## config.mk

```make
export PLATFORM = sky130hd
export DESIGN_NAME = wb_arbiter_4to1_flat
export DESIGN_NICKNAME = d
export VERILOG_FILES = /design/src/rtl/wb_arbiter_4to1_pkg.sv /design/src/rtl/wb_arbiter_4to1_if.sv /design/src/rtl/wb_arbiter_4to1_rr_pick4.sv /design/src/rtl/wb_arbiter_4to1.sv /design/src/flat_wrapper.sv
export SDC_FILE = /design/constraint.sdc
export NUM_CORES = 1
export LEC_CHECK = 0
export CAP_MARGIN = 30
export CELL_PAD_IN_SITES_DETAIL_PLACEMENT = 1
export CELL_PAD_IN_SITES_GLOBAL_PLACEMENT = 1
export CORE_ASPECT_RATIO = 1.75
export CORE_MARGIN = 2
export CORE_UTILIZATION = 28
export CTS_CLUSTER_SIZE = 8
export DETAILED_ROUTE_END_ITERATION = 8
export PLACE_DENSITY_LB_ADDON = 0.1
export SYNTH_ARGS = -nofsm -noshare
export SYNTH_HDL_FRONTEND = slang
export SYNTH_HIERARCHICAL = 1
export SYNTH_SLANG_ARGS = --single-unit
```

## constraint.sdc

```tcl
create_clock -name clk -period 4.8 [get_ports clk]
set_clock_uncertainty 0.1 [all_clocks]
set_input_delay 0.72 -clock clk [delete_from_list [all_inputs] [get_ports clk]]
set_output_delay 0.72 -clock clk [all_outputs]
set_load 0.1 [all_outputs]
```

## src/rtl/wb_arbiter_4to1_pkg.sv

```systemverilog
// ============================================================================
//  Module   : wb_arb_pkg
//  Purpose  : Shared constants and types for the writeback-port arbiter.
//             Requester ids, selector width and a one-hot helper.
//  Ports    : none (package)
//  Revision : 1.0  initial release
// ============================================================================
`default_nettype none

package wb_arb_pkg;

  localparam int REQ_N = 4;
  localparam int SEL_W = 2;

  typedef logic [SEL_W-1:0] wb_sel_t;

  localparam wb_sel_t REQ_ALU    = 2'd0;
  localparam wb_sel_t REQ_MULDIV = 2'd1;
  localparam wb_sel_t REQ_FPU    = 2'd2;
  localparam wb_sel_t REQ_LOAD   = 2'd3;

  function automatic logic [REQ_N-1:0] sel_onehot(input wb_sel_t sel);
    logic [REQ_N-1:0] oh;
    oh      = '0;
    oh[sel] = 1'b1;
    return oh;
  endfunction

endpackage

`default_nettype wire

```

## src/rtl/wb_arbiter_4to1_if.sv

```systemverilog
// ============================================================================
//  Module   : wb_arbiter_4to1_if
//  Purpose  : Bundles the four producer result ports and the register-file
//             writeback handshake of the writeback arbiter.
//  Ports    : req_valid/req_data/req_rd/req_ready  producer side
//             mux_select                           writeback data mux select
//             wb_valid/wb_data/wb_rd/wb_ready      register-file side
//  Modports : master - the arbiter (drives req_ready and all wb_* outputs)
//             slave  - the surrounding pipeline / register file
//  Revision : 1.0  initial release
// ============================================================================
`default_nettype none

interface wb_arbiter_4to1_if
  import wb_arb_pkg::*;
#(
  parameter int DATA_W = 32,
  parameter int RD_W   = 5
);

  logic [REQ_N-1:0]             req_valid;
  logic [REQ_N-1:0][DATA_W-1:0] req_data;
  logic [REQ_N-1:0][RD_W-1:0]   req_rd;
  logic [REQ_N-1:0]             req_ready;
  wb_sel_t                      mux_select;
  logic                         wb_valid;
  logic [DATA_W-1:0]            wb_data;
  logic [RD_W-1:0]              wb_rd;
  logic                         wb_ready;

  modport master (
    input  req_valid, req_data, req_rd, wb_ready,
    output req_ready, mux_select, wb_valid, wb_data, wb_rd
  );

  modport slave (
    output req_valid, req_data, req_rd, wb_ready,
    input  req_ready, mux_select, wb_valid, wb_data, wb_rd
  );

endinterface

`default_nettype wire

```

## src/rtl/wb_arbiter_4to1_rr_pick4.sv

```systemverilog
// ============================================================================
//  Module   : rr_pick4
//  Purpose  : Combinational 4-way round-robin picker. Returns the first set
//             bit of valid searching ptr, ptr+1, ... with 2-bit wrap.
//  Ports    : valid  in  4  candidate requests
//             ptr    in  2  highest-priority position
//             any    out 1  at least one candidate valid
//             winner out 2  id of the chosen candidate (ptr when none)
//             onehot out 4  one-hot of winner, zero when none
//  Revision : 1.0  initial release
// ============================================================================
`default_nettype none

module rr_pick4
  import wb_arb_pkg::*;
(
  input  logic [REQ_N-1:0] valid,
  input  wb_sel_t          ptr,
  output logic             any,
  output wb_sel_t          winner,
  output logic [REQ_N-1:0] onehot
);

  wb_sel_t w_idx;

  // Walk the search order backwards so the candidate closest to ptr is the
  // last one written and therefore wins.
  always_comb begin
    any    = |valid;
    winner = ptr;
    w_idx  = '0;
    for (int k = REQ_N - 1; k >= 0; k--) begin
      w_idx = ptr + wb_sel_t'(k);
      if (valid[w_idx]) begin
        winner = w_idx;
      end
    end
    onehot = any ? sel_onehot(winner) : '0;
  end

endmodule

`default_nettype wire

```

## src/rtl/wb_arbiter_4to1.sv

```systemverilog
// ============================================================================
//  Module   : wb_arbiter_4to1
//  Purpose  : Round-robin arbiter sharing one register-file writeback port
//             between ALU, MUL/DIV, FPU and LOAD result producers. The winning
//             result is captured in a one-entry output stage with a
//             valid/ready handshake toward the register file.
//  Ports    : clk    in  rising-edge clock
//             rst_n  in  asynchronous active-low reset
//             bus    wb_arbiter_4to1_if.master (producer + writeback signals)
//  Config   : WB_ARB_LOAD_PRIO_EN - LOAD (requester 3) wins whenever valid;
//             ALU/MULDIV/FPU round-robin among themselves.
//  Revision : 1.0  initial release
// ============================================================================
`default_nettype none

module wb_arbiter_4to1
  import wb_arb_pkg::*;
#(
  parameter int DATA_W = 32,
  parameter int RD_W   = 5
)(
  input  logic                       clk,
  input  logic                       rst_n,
  wb_arbiter_4to1_if.master          bus
);

  wb_sel_t           r_ptr;
  wb_sel_t           r_mux_select;
  logic              r_wb_valid;
  logic [DATA_W-1:0] r_wb_data;
  logic [RD_W-1:0]   r_wb_rd;

  logic [REQ_N-1:0]  w_pick_valid;
  logic              w_pick_any;
  wb_sel_t           w_pick_winner;
  logic [REQ_N-1:0]  w_pick_onehot;
  wb_sel_t           w_winner;
  logic              w_load;

  // The output stage can take a new result when empty or draining this cycle.
  assign w_load = (|bus.req_valid) & (~r_wb_valid | bus.wb_ready);

`ifdef WB_ARB_LOAD_PRIO_EN
  // LOAD is removed from the rotation; ptr only ever holds 0..2 so the
  // masked LOAD slot is simply skipped by the wrap.
  assign w_pick_valid = {1'b0, bus.req_valid[REQ_FPU:REQ_ALU]};
  assign w_winner     = bus.req_valid[REQ_LOAD] ? REQ_LOAD : w_pick_winner;
`else
  assign w_pick_valid = bus.req_valid;
  assign w_winner     = w_pick_winner;
`endif

  rr_pick4 u_pick (
    .valid  (w_pick_valid),
    .ptr    (r_ptr),
    .any    (w_pick_any),
    .winner (w_pick_winner),
    .onehot (w_pick_onehot)
  );

  // The picker's own one-hot only reflects the rotating subset; rebuild it
  // from the final winner so the LOAD override is covered too. rst_n gates
  // it so nothing is accepted while reset is held.
  assign bus.req_ready = (w_load & rst_n) ? sel_onehot(w_winner) : '0;

  always_ff @(posedge clk or negedge rst_n) begin
    if (!rst_n) begin
      r_ptr        <= REQ_ALU;
      r_mux_select <= REQ_ALU;
      r_wb_valid   <= 1'b0;
      r_wb_data    <= '0;
      r_wb_rd      <= '0;
    end else if (w_load) begin
      r_wb_valid   <= 1'b1;
      r_wb_data    <= bus.req_data[w_winner];
      r_wb_rd      <= bus.req_rd[w_winner];
      r_mux_select <= w_winner;
`ifdef WB_ARB_LOAD_PRIO_EN
      if (w_winner != REQ_LOAD) begin
        r_ptr <= (w_winner == REQ_FPU) ? REQ_ALU : w_winner + wb_sel_t'(1);
      end
`else
      r_ptr <= w_winner + wb_sel_t'(1);
`endif
    end else if (r_wb_valid & bus.wb_ready) begin
      r_wb_valid <= 1'b0;
    end
  end

  assign bus.mux_select = r_mux_select;
  assign bus.wb_valid   = r_wb_valid;
  assign bus.wb_data    = r_wb_data;
  assign bus.wb_rd      = r_wb_rd;

  // Picker "any" and one-hot are redundant with the reconstruction above.
  logic w_unused;
  assign w_unused = w_pick_any ^ (|w_pick_onehot);

endmodule

`default_nettype wire
```

## src/flat_wrapper.sv

```systemverilog
// flat-port wrapper written by rule: the top's interface ports become plain ports
module wb_arbiter_4to1_flat import wb_arb_pkg::*;
#(
  parameter int DATA_W = 32,
  parameter int RD_W   = 5
)
  (clk, rst_n, bus_req_valid, bus_req_data, bus_req_rd, bus_wb_ready, bus_req_ready, bus_mux_select, bus_wb_valid, bus_wb_data, bus_wb_rd);
  wb_arbiter_4to1_if #(.DATA_W(DATA_W), .RD_W(RD_W)) bus_i ();
  input  logic clk;
  input  logic rst_n;
  input wire logic [$bits(bus_i.req_valid)-1:0] bus_req_valid;
  input wire logic [$bits(bus_i.req_data)-1:0] bus_req_data;
  input wire logic [$bits(bus_i.req_rd)-1:0] bus_req_rd;
  input wire logic [$bits(bus_i.wb_ready)-1:0] bus_wb_ready;
  output wire logic [$bits(bus_i.req_ready)-1:0] bus_req_ready;
  output wire logic [$bits(bus_i.mux_select)-1:0] bus_mux_select;
  output wire logic [$bits(bus_i.wb_valid)-1:0] bus_wb_valid;
  output wire logic [$bits(bus_i.wb_data)-1:0] bus_wb_data;
  output wire logic [$bits(bus_i.wb_rd)-1:0] bus_wb_rd;
  assign bus_i.req_valid = bus_req_valid;
  assign bus_i.req_data = bus_req_data;
  assign bus_i.req_rd = bus_req_rd;
  assign bus_i.wb_ready = bus_wb_ready;
  assign bus_req_ready = bus_i.req_ready;
  assign bus_mux_select = bus_i.mux_select;
  assign bus_wb_valid = bus_i.wb_valid;
  assign bus_wb_data = bus_i.wb_data;
  assign bus_wb_rd = bus_i.wb_rd;
  wb_arbiter_4to1 #(.DATA_W(DATA_W), .RD_W(RD_W)) u_core (.clk(clk), .rst_n(rst_n), .bus(bus_i));
endmodule
```

==> implementation parameters, run 1 <==
Parameter                              Value

Clock network
  CTS tree    built
  Post-CTS setup buffer count    0
  TritonCTS Sinks    42
  Clock-pin transition on the worst setup and hold timing paths    approximately 0.06 ns
  Total of cells resized after clock tree synthesis    0
  Master cell of the clock root buffer    sky130_fd_sc_hd__clkbuf_16
  H-tree depth    2
  Worst-case clock buffer depth    2
  Total of hold buffers inserted after clock tree synthesis    0
  Clock latency of the later-clocked register in the worst-skew pair    0.28 ns
  TritonCTS buffer count    5

Power
  Part of the power in registers    roughly 18%
  Highest ir drop seen on vdd    ~0.45 mV
  Power per Cell Area    roughly 720 mW/mm^2
  Internal    approximately 1600 uW
  Share of total power in the clock network    9.4%
  Switching pwr    roughly 1900 uW
  Static leakage power    0.001909 uW
  Power share of the combinational group    72.7%
  Switching part of the total power    between 50% and 60%

GRT
  Grt total ovfl    0
  First-pass GRT wire length    about 15 mm
  Total routing usage reported by global routing    18.94%
  Antenna violations before repair    0
  Maximum number of pins on one net before global-route repair    32
  Number of global-route vias before repair    around 2,800

Timing
  Relative slew slack    31.15%
  Transition time at the pin with the least slew margin    1.029 ns
  Final Critical Period    between 3 and 4 ns
  Fmax achieved    257.7 MHz
  Final Max Tran Viols    0
  RSZ-0062 raised after global routing    no
  Count of endpoints failing setup in the final report    0
  Number of failing hold endpoints at the final stage    0
  Final worst path period share    80.84%
  Final setup TNS    0 ns

Drt
  DRC violations left    0
  DRC marker count from the first detailed-route iteration    56
  First drt pass iteration count    5
  Total via count in the routed design    2,340
  DR vias/cell    4.855
  Final Routed Wirelength    9.273 mm
  Antenna-violating nets left    0
  Routed WL per cell    19.24 um

Placement
  Routability congestion estimate from global placement    0.7291
  Half-perimeter wire length after detailed placement    7.710 mm
  Number of buffer cells added on primary ports    between 150 and 200
  Placed Instances    476

Floorplanning
  Floorplan row count    46
  Die height    between 100 and 150 um
  Core area    0.009094 mm^2
  Boundary pin count    199
  Initial Util    29.02%
  Die boundary width    77.39 um
  Total die area    roughly 0.010 mm^2

Setup path
  Nature of the critical path endpoint    output port
  Top fanout value on the critical path    22
  Crit Reg-Reg Startpoint    u_core/r_ptr[1]$_DFFE_PN0P_
  Required time of the critical path    3.98 ns
  Category of the most critical setup path    in2out
  Startpoint class of the critical path    primary input
  WP data arrival    3.06 ns
  Crit path launch    bus_req_valid[0]

Finish
  Count of placed standard cells in the final layout, fillers left out    around 480
  Share of final-layout standard cells stronger than drive strength 1    27.90%
  Antenna cell count    0
  Multi-input combinational cell area    0.001480 mm^2
  Number of nets in the finished design    522
  Layout overhead on the synthesized area    86.39%
  Number of filler cells placed in the layout    a little under 1,000
  Sequential cell area    0.001051 mm^2

Synthesis
  Post-synthesis net count    324
  Number of standard cells after synthesis    165
  Avg Inst Size Synth    15.99 um^2
  Count of synthesis-stage warnings from yosys    6
  Mapped cell area    around 0.0026 mm^2

Min path
  Type of the worst min-delay path    in2async

Run status
  Result of the run    finished, final reports clean

Run
  Number of max-cap violations    0
-- flip-flops by register name, summed over array words and instances (netlist names) --
name	cells
u_core/bus.wb_valid	1
u_core/bus.wb_rd	5
u_core/r_ptr	2
u_core/bus.mux_select	2
u_core/bus.wb_data	32
-- per-stage QoR --
stage	cell area, um^2	hold WS, ns	power (uW)	utilization, %	setup slack (ns)
after floorplan	2639	0.3244	2525	-	1.305
after detailed placement	4780	0.3966	3219	52.56	0.9009
after CTS	4918	0.3011	3567	54.09	0.8926
after global placement	4752	0.3877	3164	52.26	0.9948
final	4918	0.2930	3519	54.09	0.9195
after global routing	4918	0.3244	3681	54.09	0.7002
-- worst max-delay path: stages --
cell and delay, ns:
sky130_fd_sc_hd__clkdlybuf4s50_1 0.53, sky130_fd_sc_hd__nor2_1 0.15, sky130_fd_sc_hd__o22ai_1 0.09, sky130_fd_sc_hd__a222oi_1 0.41, sky130_fd_sc_hd__buf_4 0.20, sky130_fd_sc_hd__buf_4 0.37, sky130_fd_sc_hd__ha_1 0.21, sky130_fd_sc_hd__and3_1 0.19
sky130_fd_sc_hd__buf_12 0.18
-- routing by layer --
metal,GRT usage [%],share of wire [%]
met1,18.87,32
met2,37.25,58
met3,5.321,7.7
met4,5.060,1.5
met5,0,0
-- worst paths after layout --
kind	to	slack, ns	cells past startpoint
max reg2reg	u_core/bus.wb_data[25]$_DFFE_PN0P_	2.11	6
min	u_core/r_ptr[1]$_DFFE_PN0P_	0.29	1
max	bus_req_ready[3]	0.92	9
max in group asynchronous	u_core/bus.wb_data[7]$_DFFE_PN0P_	3.59	2
min in group clk	u_core/bus.wb_data[1]$_DFFE_PN0P_	0.41	1
min reg2reg	u_core/bus.wb_data[1]$_DFFE_PN0P_	0.41	1
-- power by group through the flow --
stage          Clock (uW)  Combinational, uW  Sequential [uW]
5_1_grt               356               2660              661
3_5_place_dp            0               2580              636
4_1_cts               345               2590              635
6_report              330               2560              631
2_1_floorplan           0                667             1860
3_3_place_gp            0               2540              625
-- layout make-up --
class,count,share of cell area (%)
inverter,9,0.7886
sequential,42,21.37
clock buffer,6,2.824
multi-input combinational,99,30.09
tap,120,3.053
timing repair buffer,206,41.87
-- cells in the final DEF (no fill, tap or decap), types with 4 or more instances in the layout --
cell type                           n
sky130_fd_sc_hd__ha_1               4
sky130_fd_sc_hd__clkdlybuf4s50_1  193
sky130_fd_sc_hd__and3_1             4
sky130_fd_sc_hd__buf_4             10
sky130_fd_sc_hd__o22ai_1            4
sky130_fd_sc_hd__inv_1              7
sky130_fd_sc_hd__mux2_2            41
sky130_fd_sc_hd__mux4_2            37
sky130_fd_sc_hd__dfrtp_1           42
sky130_fd_sc_hd__clkbuf_16          5
Note: power is estimated with default switching activity, not from simulation.
==> run 2, diff against run 1 <==
--- a/config.mk
+++ b/config.mk
@@ -10,7 +10,7 @@
 export CELL_PAD_IN_SITES_GLOBAL_PLACEMENT = 1
 export CORE_ASPECT_RATIO = 1.75
 export CORE_MARGIN = 2
-export CORE_UTILIZATION = 28
+export CORE_UTILIZATION = 26
 export CTS_CLUSTER_SIZE = 8
 export DETAILED_ROUTE_END_ITERATION = 8
 export PLACE_DENSITY_LB_ADDON = 0.1
==> constraint.sdc (replaced) <==
create_clock -name clk -period 4 [get_ports clk]
set_clock_uncertainty 0.1 [all_clocks]
set_input_delay 0.6 -clock clk [delete_from_list [all_inputs] [get_ports clk]]
set_output_delay 0.6 -clock clk [all_outputs]
set_load 0.1 [all_outputs]
==> implementation parameters, run 2 (synthesis gave the netlist of run 1 again) <==
Parameter                              Value

Power
  Static leakage power    0.001914 uW (+0.29%)
  Part of the power in registers    18.0% (about the same)
  Internal    1892 uW (+19%)
  Share of total power in the clock network    10.1% (+0.7 points)
  Highest ir drop seen on vdd    0.4132 mV (-8.3%)
  Switching part of the total power    54.97% (+0.078 points)
  Power share of the combinational group    72.0% (-0.7 points)
  Power per Cell Area    848.0 mW/mm^2 (+19%)
  Switching pwr    2310 uW (+20%)

Clock network
  TritonCTS Sinks    42 (unchanged)
  Clock-pin transition on the worst setup and hold timing paths    0.06 ns (about the same)
  CTS tree    built
  Worst-case clock buffer depth    2 (unchanged)
  Total of cells resized after clock tree synthesis    0 (unchanged)
  H-tree depth    2 (unchanged)
  Clock latency of the later-clocked register in the worst-skew pair    0.29 ns (about the same)
  TritonCTS buffer count    5 (unchanged)
  Master cell of the clock root buffer    sky130_fd_sc_hd__clkbuf_16
  Total of hold buffers inserted after clock tree synthesis    0 (unchanged)
  Post-CTS setup buffer count    0 (unchanged)

Timing
  Number of failing hold endpoints at the final stage    0 (unchanged)
  Final Max Tran Viols    0 (unchanged)
  RSZ-0062 raised after global routing    no
  Worst hold slack across all endpoints    0.1648 ns (-0.1282 ns)
  Final worst path period share    81.05%
  Final setup TNS    0 ns (unchanged)
  Relative slew slack    30.53% (-0.62 points)
  Transition time at the pin with the least slew margin    1.039 ns (+0.009255 ns)
  Fmax achieved    about 310 MHz
  Final Critical Period    3.242 ns
  Count of endpoints failing setup in the final report    0 (unchanged)

Floorplanning
  Initial Util    26.79% (-2.2 points)
  Floorplan row count    48 (+4.3%)
  Core area    0.009849 mm^2 (+8.3%)
  Die height    137.3 um (+3.7%)
  Boundary pin count    199 (unchanged)
  Total die area    0.01100 mm^2 (+7.4%)
  Die boundary width    80.16 um (+3.6%)

Finish
  Count of placed standard cells in the final layout, fillers left out    489 (+1.5%)
  Share of final-layout standard cells stronger than drive strength 1    28.30% (+0.40 points)
  Number of nets in the finished design    522 (unchanged)
  Post-route core utilization    50.30% (-3.8 points)
  Antenna cell count    0 (unchanged)
  Most frequent cells in the layout    193 x sky130_fd_sc_hd__clkdlybuf4s50_1, 42 x sky130_fd_sc_hd__dfrtp_1, 41 x sky130_fd_sc_hd__mux2_2
  Most common library cell in the layout ignoring fill and taps    sky130_fd_sc_hd__clkdlybuf4s50_1
  Layout overhead on the synthesized area    87.77%
  Flip-flop count of the largest register after layout    32 (unchanged)
  Finished layout cell area    0.004955 mm^2 (+0.74%)

Setup path
  Category of the most critical setup path    in2out
  Required time of the critical path    3.30 ns (-0.68 ns)
  Top fanout value on the critical path    6 (-73%)
  Longest individual stage delay on the worst path    0.54 ns (about the same)
  Startpoint class of the critical path    primary input
  Nature of the critical path endpoint    output port
  CP max stage cell    sky130_fd_sc_hd__clkdlybuf4s50_1
  WP data arrival    2.54 ns (-0.52 ns)
  Kind of cell adding the most delay to the critical path    buffers and inverters
  CP Buf/Inv Count    4 (unchanged)
  Ordered cell list for the critical path    clkdlybuf4s50_1 > nor2_1 > o22ai_1 > a222oi_1 > buf_4 > inv_1 > ha_1 > and3_1 > buf_12

Placement
  Routability congestion estimate from global placement    0.7021 (-3.7%)
  Post-detailed-placement cell area    0.004803 mm^2 (+0.50%)
  Number of buffer cells added on primary ports    198 (unchanged)
  Placed Instances    481 (+1.1%)
  Half-perimeter wire length after detailed placement    7.624 mm (-1.1%)

Drt
  Final Routed Wirelength    9.227 mm (-0.50%)
  DRC marker count from the first detailed-route iteration    63 (+13%)
  First drt pass iteration count    4 (-1)
  DR vias/cell    4.775 (-1.6%)
  Antenna-violating nets left    0 (unchanged)
  DRC violations left    0 (unchanged)
  Total via count in the routed design    2,335 (-0.21%)
  Routed WL per cell    18.87 um (-1.9%)

Min path
  Type of the worst min-delay path    in2async

GRT
  Maximum number of pins on one net before global-route repair    33 (+3.1%)
  Antenna violations before repair    0 (unchanged)
  Number of global-route vias before repair    2,613 (-7.3%)
  Grt total ovfl    0 (unchanged)
  First-pass GRT wire length    13.94 mm (-6.0%)
  Total routing usage reported by global routing    17.13% (-1.8 points)

Run
  Number of max-cap violations    0 (unchanged)

Run status
  Result of the run    finished, final reports clean
-- run 2: worst paths after layout --
| path | start | end | slack (ns) | cells past startpoint |
|---|---|---|---|---|
| worst max-delay path | bus_req_valid[0] | bus_req_ready[2] | 0.76 | 9 |
| worst min-delay path | rst_n | u_core/bus.wb_data[31]$_DFFE_PN0P_ | 0.16 | 1 |
| worst max register to register | u_core/r_ptr[1]$_DFFE_PN0P_ | u_core/bus.wb_data[27]$_DFFE_PN0P_ | 1.40 | 6 |
| worst min register to register | u_core/bus.mux_select[0]$_DFFE_PN0P_ | u_core/bus.mux_select[0]$_DFFE_PN0P_ | 0.41 | 1 |
| max in group asynchronous | rst_n | u_core/bus.wb_data[27]$_DFFE_PN0P_ | 2.91 | 2 |
| min in group clk | u_core/bus.mux_select[0]$_DFFE_PN0P_ | u_core/bus.mux_select[0]$_DFFE_PN0P_ | 0.41 | 1 |
-- run 2: power groups by stage --
stage / clock network (uW) / logic [uW] / registers (uW)
finish: 422 / 3020 / 755
floorplan: 0 / 800 / 2230
global route: 458 / 3150 / 790
detailed placement: 0 / 3060 / 767
global placement: 0 / 3030 / 755
CTS: 445 / 3060 / 761
-- run 2: metal layers --
metal | part of all wire, % | GRT usage [%]
met5 | 0 | 0
met4 | 2.6 | 6.591
met3 | 9.3 | 5.963
met2 | 56 | 32.27
met1 | 32 | 16.70
-- run 2: final cells by class --
| type | count | area, um^2 |
|---|---|---|
| clock buffer | 6 | 138.9 |
| clock inverter | 2 | 12.51 |
| fill | 1023 | 4895 |
| inverter | 9 | 38.79 |
| multi-input combinational | 99 | 1480 |
| sequential | 42 | 1051 |
| tap | 125 | 156.4 |
| timing repair buffer | 206 | 2077 |
-- run 2: through the flow --
stage	worst slack [ns]	power, uW
2_1_floorplan	0.7449	3030
3_3_place_gp	0.6734	3785
3_5_place_dp	0.6170	3824
4_1_cts	0.7305	4268
5_1_grt	0.5912	4396
6_report	0.7579	4202
==> run 3, diff against run 2 <==
--- a/config.mk
+++ b/config.mk
@@ -10,7 +10,7 @@
 export CELL_PAD_IN_SITES_GLOBAL_PLACEMENT = 1
 export CORE_ASPECT_RATIO = 1.75
 export CORE_MARGIN = 2
-export CORE_UTILIZATION = 26
+export CORE_UTILIZATION = 23
 export CTS_CLUSTER_SIZE = 8
 export DETAILED_ROUTE_END_ITERATION = 8
 export PLACE_DENSITY_LB_ADDON = 0.1
==> constraint.sdc (replaced) <==
create_clock -name clk -period 2.8 [get_ports clk]
set_clock_uncertainty 0.1 [all_clocks]
set_input_delay 0.42 -clock clk [delete_from_list [all_inputs] [get_ports clk]]
set_output_delay 0.42 -clock clk [all_outputs]
set_load 0.1 [all_outputs]
==> implementation parameters, run 3 (synthesis gave the netlist of run 1 again) <==
Parameter                              Value

Drt
  DRC marker count from the first detailed-route iteration    51 (-19%)
  Final Routed Wirelength    9.527 mm (+3.3%)
  Antenna-violating nets left    0 (unchanged)
  Total via count in the routed design    2,403 (+2.9%)
  Routed WL per cell    18.75 um (-0.61%)
  DRC violations left    0 (unchanged)
  DR vias/cell    4.730 (-0.94%)
  First drt pass iteration count    4 (unchanged)

Setup path
  Category of the most critical setup path    in2out
  Crit Reg-Reg Startpoint    u_core/r_ptr[1]$_DFFE_PN0P_
  Longest individual stage delay on the worst path    0.34 ns (-0.20 ns)
  Nature of the critical path endpoint    output port
  Crit path launch    bus_req_valid[2]
  Worst r2r path cells    7 (+1)
  Required time of the critical path    2.28 ns (-1.02 ns)
  Top fanout value on the critical path    6 (unchanged)
  CP max stage cell    sky130_fd_sc_hd__a222oi_1
  WP data arrival    2.15 ns (-0.39 ns)
  Minimum setup slack among reg-to-reg paths    0.42 ns (-0.98 ns)
  Capture instance of the worst register-to-register path    u_core/bus.wb_data[9]$_DFFE_PN0P_
  Startpoint class of the critical path    primary input
  Ordered cell list for the critical path    dlygate4sd2_1 > inv_2 > o22ai_1 > a222oi_1 > buf_4 > buf_6 > inv_1 > ha_1 > and3_2 > buf_12

Finish
  Multi-input combinational cell area    0.001484 mm^2 (+0.25%)
  Number of nets in the finished design    535 (+2.5%)
  Most frequent cells in the layout    149 x sky130_fd_sc_hd__clkdlybuf4s50_1, 56 x sky130_fd_sc_hd__buf_4, 41 x sky130_fd_sc_hd__mux2_2, 41 x sky130_fd_sc_hd__dfrtp_1, 37 x sky130_fd_sc_hd__mux4_2
  Most common library cell in the layout ignoring fill and taps    sky130_fd_sc_hd__clkdlybuf4s50_1
  Layout overhead on the synthesized area    89.05%
  Share of final-layout standard cells stronger than drive strength 1    42.29% (+14 points)
  Sequential cell area    0.001052 mm^2 (+0.12%)
  Number of filler cells placed in the layout    1,170 (+14%)
  Flip-flop count of the largest register after layout    32 (unchanged)
  Antenna cell count    0 (unchanged)
  Post-route core utilization    44.67% (-5.6 points)

Timing
  Number of failing hold endpoints at the final stage    0 (unchanged)
  Relative slew slack    77.07% (+47 points)
  Fmax achieved    373.9 MHz
  Transition time at the pin with the least slew margin    0.3432 ns (-0.6956 ns)
  Final Critical Period    2.675 ns
  Final setup TNS    0 ns (unchanged)
  Final worst path period share    95.52%
  Count of endpoints failing setup in the final report    0 (unchanged)
  RSZ-0062 raised after global routing    no
  Final Max Tran Viols    0 (unchanged)

GRT
  Number of global-route vias before repair    2,795 (+7.0%)
  Total routing usage reported by global routing    15.44% (-1.7 points)
  First-pass GRT wire length    14.75 mm (+5.7%)
  Antenna violations before repair    0 (unchanged)
  Maximum number of pins on one net before global-route repair    25 (-24%)
  Grt total ovfl    0 (unchanged)

Floorplanning
  Floorplan row count    51 (+6.3%)
  Die boundary width    84.97 um (+6.0%)
  Total die area    0.01238 mm^2 (+13%)
  Boundary pin count    199 (unchanged)
  Initial Util    23.63% (-3.2 points)
  Die height    145.7 um (+6.1%)
  Core area    0.01117 mm^2 (+13%)

Clock network
  Worst-case clock buffer depth    2 (unchanged)
  Master cell of the clock root buffer    sky130_fd_sc_hd__clkbuf_16
  TritonCTS buffer count    5 (unchanged)
  TritonCTS Sinks    42 (unchanged)
  CTS tree    built
  Clock latency of the later-clocked register in the worst-skew pair    0.28 ns (about the same)
  H-tree depth    2 (unchanged)
  Clock-pin transition on the worst setup and hold timing paths    0.06 ns (about the same)

Placement
  Half-perimeter wire length after detailed placement    8.067 mm (+5.8%)
  Routability congestion estimate from global placement    0.7439 (+6.0%)
  Number of buffer cells added on primary ports    198 (unchanged)

Power
  Part of the power in registers    18.1% (about the same)
  Power per Cell Area    1213 mW/mm^2 (+43%)
  Switching pwr    3355 uW (+45%)
  Switching part of the total power    55.45% (+0.48 points)
  Internal    2695 uW (+42%)
  Share of total power in the clock network    9.1% (-1.0 points)
  Highest ir drop seen on vdd    0.9238 mV (+120%)
  Static leakage power    0.002032 uW (+6.2%)
  Power share of the combinational group    72.8% (+0.8 points)

Min path
  Endpoint of the worst hold-timing path    u_core/bus.wb_data[22]$_DFFE_PN0P_
  Type of the worst min-delay path    reg2reg
  Depth of the worst hold-timing path    1
  Hold Startpoint    u_core/bus.wb_data[22]$_DFFE_PN0P_

Run status
  Result of the run    finished, final reports clean

Run
  Number of max-cap violations    0 (unchanged)
## run 3: layout make-up
cell class	instances	share of cell area, %
multi-input cells	99	29.75
clock inverters	2	0.2007
repair buffers	219	42.36
clock buffers	5	2.508
well taps	132	3.311
inverters	9	0.7775
flip-flops and latches	42	21.09
## run 3: repair_timing
| action | in CTS | in global routing |
|---|---|---|
| pin swaps | 3 | 2 |
| resized for setup | 6 | 5 |
| endpoints found under the hold margin | 3 | 0 |
| setup endpoints to repair | 4 | 4 |
| hold buffers | 1 | 0 |
| cloned | 0 | 0 |
| setup buffers | 1 | 0 |
## run 3: how the worst max path moves through the flow
| stage | endpoint | cells after the start |
|---|---|---|
| after global routing | bus_req_ready[2] | 10 |
| after CTS | bus_req_ready[2] | 9 |
| final | bus_req_ready[2] | 10 |
| after global placement | bus_req_ready[3] | 8 |
| after detailed placement | bus_req_ready[1] | 8 |
| after floorplan | bus_req_ready[2] | 9 |
## run 3: routing by layer
| layer | wire [um] | global-route usage, % | vias to the layer above | share of wire (%) |
|---|---|---|---|---|
| li1 | - | - | 1079 | - |
| met2 | 5496 | 30.35 | 137 | 58 |
| met3 | 838 | 5.105 | 5 | 8.8 |
| met5 | 0 | 0 | - | 0 |
| met4 | 73 | 3.571 | 0 | 0.77 |
| met1 | 3119 | 14.98 | 1182 | 33 |
## run 3: worst max-delay path: cells and delay by family
kind | cells | cell delay (ns)
fa+ha+maj | 1 | 0.19
compound gates | 2 | 0.41
simple gates | 1 | 0.21
buf+inv | 6 | 0.92
## run 3: through the flow
step,std cells,cell area [um^2],hold slack (ns),worst slack (ns),power (uW)
floorplan,165,2643,0.02441,0.02002,4330
global placement,499,4823,0.1747,-0.1702,5470
detailed placement,499,4823,0.1756,-0.2734,5516
CTS,508,4984,0.4133,0.01680,6126
global route,508,4989,0.4235,0.02191,6309
finish,508,4989,0.4099,0.1255,6050
## run 3: power groups by stage
stage	logic [uW]	registers, uW	clock network [uW]
floorplan	1140	3190	0
CTS	4440	1100	578
global placement	4380	1090	0
finish	4400	1100	551
detailed placement	4410	1110	0
global route	4570	1140	600
